`src/rtl/score_renderer.sv`:
```
// rtl/score_renderer.sv - per-frame binary-to-BCD score conversion and scaled glyph renderer
module score_renderer #(
    parameter int DIGITS   = 2,
    parameter int SCORE_W  = 7,
    parameter int SCALE    = 8,
    parameter int GAP      = 8,
    parameter int LZ_BLANK = 1
) (
    input  logic               clk_0,
    input  logic               rst,
    input  logic [9:0]         pixel_x,
    input  logic [9:0]         pixel_y,
    input  logic [9:0]         x_pos,
    input  logic [9:0]         y_pos,
    input  logic [SCORE_W-1:0] score,
    input  logic               frame_start,
    input  logic               blink_en,
    output logic               pixel_on,
    output logic               busy
);

    // Number of decimal digits needed to hold 2^w - 1.
    function automatic int dec_digits(input int w);
        int v;
        int n;
        v = (1 << w) - 1;
        n = 0;
        for (int i = 0; i < 8; i++) begin
            if (v > 0) begin
                v = v / 10;
                n = n + 1;
            end
        end
        return n;
    endfunction

    localparam int NIB_RAW = dec_digits(SCORE_W);
    // The accumulator always covers the displayed digits, even for narrow scores.
    localparam int NIB     = (NIB_RAW > DIGITS) ? NIB_RAW : DIGITS;
    localparam int BW      = 4 * NIB;
    localparam int BOX_W   = 4 * SCALE;
    localparam int BOX_H   = 6 * SCALE;
    localparam int PITCH   = BOX_W + GAP;

    // Glyph row r of decimal digit d, MSB is the leftmost column; 10..15 are blank.
    function automatic logic [3:0] glyph_row(input logic [3:0] d, input logic [2:0] r);
        logic [23:0] g;
        logic [3:0]  row;
        case (d)
            4'd0:    g = 24'hF9999F;
            4'd1:    g = 24'h111111;
            4'd2:    g = 24'hF1F88F;
            4'd3:    g = 24'hF1F11F;
            4'd4:    g = 24'h99F111;
            4'd5:    g = 24'hF8F11F;
            4'd6:    g = 24'hF8F99F;
            4'd7:    g = 24'hF11111;
            4'd8:    g = 24'hF9F99F;
            4'd9:    g = 24'hF9F111;
            default: g = 24'h000000;
        endcase
        case (r)
            3'd0:    row = g[23:20];
            3'd1:    row = g[19:16];
            3'd2:    row = g[15:12];
            3'd3:    row = g[11:8];
            3'd4:    row = g[7:4];
            3'd5:    row = g[3:0];
            default: row = 4'h0;
        endcase
        return row;
    endfunction

    typedef enum logic [1:0] {
        S_IDLE,
        S_SHIFT,
        S_DONE
    } state_t;

    state_t              state_q;
    state_t              state_d;
    logic [SCORE_W-1:0]  bin_q;
    logic [BW-1:0]       bcd_q;
    logic [BW-1:0]       bcd_adj;
    logic [3:0]          cnt_q;
    logic [DIGITS*4-1:0] disp_q;
    logic [DIGITS*4-1:0] disp_next;
    logic                sat;
    logic [5:0]          blink_q;

    logic [10:0]         left_k;
    logic [10:0]         rel_x;
    logic [10:0]         rel_y;
    logic                y_in;
    logic                hit_d;
    logic [1:0]          dig_d;
    logic [2:0]          row_d;
    logic [1:0]          col_d;
    logic                s1_in;
    logic [1:0]          s1_dig;
    logic [2:0]          s1_row;
    logic [1:0]          s1_col;

    logic [3:0]          cur_nib;
    logic                cur_blank;
    logic                lz_run;
    logic [3:0]          grow;
    logic                pix_d;

    assign busy = (state_q != S_IDLE);

    // Conversion FSM state register.
    always_ff @(posedge clk_0) begin
        if (!rst) begin
            state_q <= S_IDLE;
        end else begin
            state_q <= state_d;
        end
    end

    // Conversion FSM next state: one shift per score bit, then a commit cycle.
    always_comb begin
        state_d = state_q;
        case (state_q)
            S_IDLE:  if (frame_start) state_d = S_SHIFT;
            S_SHIFT: if (cnt_q == 4'(SCORE_W - 1)) state_d = S_DONE;
            S_DONE:  state_d = S_IDLE;
            default: state_d = S_IDLE;
        endcase
    end

    // Add 3 to every BCD nibble of 5 or more before the next shift.
    always_comb begin
        bcd_adj = bcd_q;
        for (int i = 0; i < NIB; i++) begin
            if (bcd_q[i*4 +: 4] >= 4'd5) begin
                bcd_adj[i*4 +: 4] = bcd_q[i*4 +: 4] + 4'd3;
            end
        end
    end

    // Any significant nibble beyond the displayed digits saturates the display to all nines.
    always_comb begin
        sat = 1'b0;
        for (int i = DIGITS; i < NIB; i++) begin
            if (bcd_q[i*4 +: 4] != 4'd0) sat = 1'b1;
        end
        disp_next = sat ? {DIGITS{4'd9}} : bcd_q[DIGITS*4-1:0];
    end

    // Double-dabble datapath, atomic display commit and frame blink counter.
    always_ff @(posedge clk_0) begin
        if (!rst) begin
            bin_q   <= '0;
            bcd_q   <= '0;
            cnt_q   <= '0;
            disp_q  <= '0;
            blink_q <= '0;
        end else begin
            case (state_q)
                S_IDLE: begin
                    if (frame_start) begin
                        bin_q <= score;
                        bcd_q <= '0;
                        cnt_q <= '0;
                    end
                end
                S_SHIFT: begin
                    bcd_q <= {bcd_adj[BW-2:0], bin_q[SCORE_W-1]};
                    bin_q <= bin_q << 1;
                    cnt_q <= cnt_q + 4'd1;
                end
                S_DONE: begin
                    disp_q  <= disp_next;
                    blink_q <= blink_q + 6'd1;
                end
                default: ;
            endcase
        end
    end

    // Stage 1 decode: which digit box the beam is in and the glyph cell inside it.
    always_comb begin
        left_k = '0;
        rel_x  = '0;
        hit_d  = 1'b0;
        dig_d  = '0;
        rel_y  = {1'b0, pixel_y} - {1'b0, y_pos};
        y_in   = ({1'b0, pixel_y} >= {1'b0, y_pos}) &&
                 ({1'b0, pixel_y} <  {1'b0, y_pos} + 11'(BOX_H));
        for (int k = 0; k < DIGITS; k++) begin
            left_k = {1'b0, x_pos} + 11'(k * PITCH);
            if (({1'b0, pixel_x} >= left_k) && ({1'b0, pixel_x} < left_k + 11'(BOX_W))) begin
                hit_d = y_in;
                dig_d = 2'(k);
                rel_x = {1'b0, pixel_x} - left_k;
            end
        end
        col_d = 2'(rel_x / 11'(SCALE));
        row_d = 3'(rel_y / 11'(SCALE));
    end

    // Stage 1 register.
    always_ff @(posedge clk_0) begin
        if (!rst) begin
            s1_in  <= 1'b0;
            s1_dig <= '0;
            s1_row <= '0;
            s1_col <= '0;
        end else begin
            s1_in  <= hit_d;
            s1_dig <= dig_d;
            s1_row <= row_d;
            s1_col <= col_d;
        end
    end

    // Stage 2 lookup: digit nibble, leading-zero blanking, glyph bit and blink gating.
    always_comb begin
        cur_nib   = 4'd0;
        cur_blank = 1'b0;
        lz_run    = 1'b1;
        for (int k = 0; k < DIGITS; k++) begin
            lz_run = lz_run && (disp_q[(DIGITS-1-k)*4 +: 4] == 4'd0);
            if (s1_dig == 2'(k)) begin
                cur_nib   = disp_q[(DIGITS-1-k)*4 +: 4];
                cur_blank = (LZ_BLANK != 0) && lz_run && (k < DIGITS - 1);
            end
        end
        grow  = glyph_row(cur_nib, s1_row);
        pix_d = s1_in && !cur_blank && grow[2'd3 - s1_col] && !(blink_en && blink_q[5]);
    end

    // Stage 2 register drives the pixel output.
    always_ff @(posedge clk_0) begin
        if (!rst) begin
            pixel_on <= 1'b0;
        end else begin
            pixel_on <= pix_d;
        end
    end

endmodule

```
`config.mk`:
```
export PLATFORM = sky130hd
export DESIGN_NAME = score_renderer
export DESIGN_NICKNAME = d
export VERILOG_FILES = /design/src/rtl/score_renderer.sv
export SDC_FILE = /design/constraint.sdc
export NUM_CORES = 1
export LEC_CHECK = 0
export ABC_AREA = 1
export CAP_MARGIN = 40
export CORE_MARGIN = 2
export CORE_UTILIZATION = 45
export DETAILED_ROUTE_END_ITERATION = 6
export PLACE_DENSITY_LB_ADDON = 0.1
export SLEW_MARGIN = 30
export SYNTH_ARGS = -nofsm -noshare
export SYNTH_HDL_FRONTEND = slang
export SYNTH_SLANG_ARGS = --single-unit
```
`constraint.sdc`:
```
create_clock -name clk_0 -period 6.4 [get_ports clk_0]
set_input_delay 0.96 -clock clk_0 [delete_from_list [all_inputs] [get_ports clk_0]]
set_output_delay 0.96 -clock clk_0 [all_outputs]
set_load 0.02 [all_outputs]
```
==> flow_summary.ini <==
[status]
status = complete, no violations

[route]
wl_um = 8470
first_pass_iters = 4
vias_per_cell = 5.09
ant_nets = 0
via_count = 3812
routedWlPerCell_um = 11.3
post-route-drc-count = 0
drt_iter0_drc = 122

[logic_synthesis]
yosysWarnings = 0
ys_types = 40
ys_seq_elements = 47
syn_inst = 589
synth_edf_count = 0
syn-num-nets = 702
yosysTopAreaCellShare = 0.235
syn_area_mm2 = 0.00400
ys.flop_type = dfxtp_1
avgSynthCellArea_um2 = 6.79
async_reset_ff_frac = 0
synth_seq_area_share = 0.235
synth.area.top_cells = dfxtp_1 (24%), ha_1 (19%), nand2_1 (12%), inv_1 (8.0%), a21oi_1 (5.8%)
synth_area_leader_cell = dfxtp_1

[timing]
tns_ns = 0
rsz0062_at_grt = false
fin_skew_ns = 0.00547
setup_viol = 0
fin_ws_ns = 2.91
tightest_slew_ns = 0.785
period_share = 0.545
hold_viol_final = 0
fin_crit_ns = 3.49
final_max_slew_viol_count = 0
relSlewSlack = 0.475
fmax_mhz = 287

[setup_path]
crit_path_end_kind = flip-flop
rr_worst_depth = 9
worst_path_max_delay_cell = clkdlybuf4s50_1
cp_data_required_time_ns = 6.59
arrival_ns = 3.67
r2r-end = pixel_on
cp-start-kind = input port
cp_max_fo = 5
path_class = in -> reg
reg2reg_from = s1_dig[0]
rrSetupSlack_ns = 4.36
path_common_cell = nand2_1
crit_chain = clkdlybuf4s50_1 -> inv_2 -> ha_1 -> a21o_1 -> nand2_1 -> xor2_1 -> inv_1 -> ha_1 -> nand2_1 -> inv_1 -> a221oi_1 -> a21oi_2 -> nand2_2 -> nand2_1 -> nand2_1 -> nor2_1
cpPeakStageDelay_ns = 0.58

[power_and_ir_drop]
powerDensity_mw_per_mm2 = 149
p_leak_nw = 2.18
peakVddDrop_uv = 75.4
p_total_mw = 0.705

[placed_design]
hpwl_um = 6890
io_buffer_count = 52
pre_cts_slack_ns = 2.61
dpl_cell_area_mm2 = 0.00463
gp_congestion = 0.846

[clocking]
cts_root_buf = clkbuf_8
numCtsBuffers = 5
cts_max_path_buffers = 2
cts_sinks = 47
ctsResizeCount = 0
cts_tree = done
insertion_delay_ns = 0.29
holdBufCountCts = 0
clk_pin_slew_worst_paths_ns = 0.08
h-tree-depth = 2
cts_post_setup_buffers_inserted = 0

[grt]
overflow = 0
grtUsageTotal = 0.179
grt_first_pass_wirelength_um = 15000
grt_max_degree = 26
antenna_found_initial = 0
grt_pass1_vias = 3593

[finish]
drive_gt1_frac = 0.0546
final_area_mm2 = 0.00472
layout.nets = 755
insertedDiodeCount = 0
final_cell_mix = nand2_1 (123), inv_1 (85), ha_1 (62)
area_growth_pct = 18.0
final_common_cell = nand2_1

[floorplan]
die_area_mm2 = 0.00966
core_mm2 = 0.00868
start_util = 0.461
io-pin-count = 53
fp.dieH_um = 98.3
fp.dieW_um = 98.3
core.rowCount = 34

[worst_hold_path]
hp-start = bin_q[0]
holdPathEnd = bin_q[0]
hold_depth = 2
hold_path.class = reg -> reg

[flow_run]
drv_cap = 0
-- metal layers --
metal / track usage / up-vias / part of all wire
met5: 0 / - / 0
met4: 0.0421 / 0 / 0.013
met3: 0.0258 / 10 / 0.029
met2: 0.314 / 54 / 0.46
met1: 0.233 / 1695 / 0.50
li1: - / 2053 / -
-- registers in the layout (all words and copies together) (netlist names) --
signal / flops
bcd_q: 12
bin_q: 7
blink_q: 6
cnt_q: 4
disp_q: 8
pixel_on: 1
s1_col: 2
s1_dig: 1
s1_in: 1
s1_row: 3
state_q: 2
-- stage by stage --
| step | instances | util | hold WS [ns] |
|---|---|---|---|
| 6_report | 749 | 0.544 | 0.465 |
| 5_1_grt | 749 | 0.544 | 0.505 |
| 4_1_cts | 748 | 0.542 | 0.469 |
| 3_5_place_dp | 742 | 0.534 | 0.458 |
| 3_3_place_gp | 742 | 0.534 | 0.452 |
| 2_1_floorplan | 589 | - | 0.440 |
-- cell families after synthesis --
logic type                 share of synthesized area
adders and majority gates                      0.194
xor gates and xnor gates                      0.0413
AOI/OAI and AO/OA                              0.162
DFF                                            0.235
and+or+nand+nor                                0.270
buffers and inverters                         0.0982
-- cells in the mapped netlist, drive strengths merged, types with 2 or more instances --
library cell and instances:
nand2 130, inv 92, ha 62, nor2 54
a21oi 47, dfxtp 47, nand3 38, o21ai 37
xor2 16, nand4 11, a31oi 10, nor3 6
buf 5, a211oi 4, a22oi 4, clkbuf 4
a21o 3, nor3b 3, o211ai 3, a221oi 2
nor4 2, o21a 2, xnor2 2
-- how the worst max path moves through the flow --
stage / startpoint / to / depth (start not counted)
after global placement: x_pos[5] / s1_in / 16
after global routing: x_pos[5] / s1_col[1] / 15
after CTS: x_pos[5] / s1_col[1] / 15
after detailed placement: x_pos[5] / s1_in / 16
final: x_pos[5] / s1_in / 16
after floorplan: x_pos[3] / s1_col[0] / 17
-- power breakdown --
group | switching (mW) | internal (mW)
sequential | 0.00801 | 0.302
combinational | 0.131 | 0.104
clock | 0.0873 | 0.0728
total | 0.226 | 0.479
-- area by class of cell --
class / count / area (µm²)
repair buffers: 55 / 551
well taps: 108 / 135
flip-flops and latches: 47 / 941
inverters: 93 / 354
clock buffers: 6 / 72.6
multi-input cells: 440 / 2670
fillers: 870 / 3960
-- worst max-delay path, delay by kind of cell --
kind / cells / cell delay [ns]
AO/OA/AOI/OAI: 3 / 0.67
adder cells (fa/ha/maj): 2 / 0.50
buffers and inverters: 4 / 0.82
AND/OR/NAND/NOR: 6 / 0.43
XOR/XNOR: 1 / 0.28
Power figures use the tool's default switching activity.
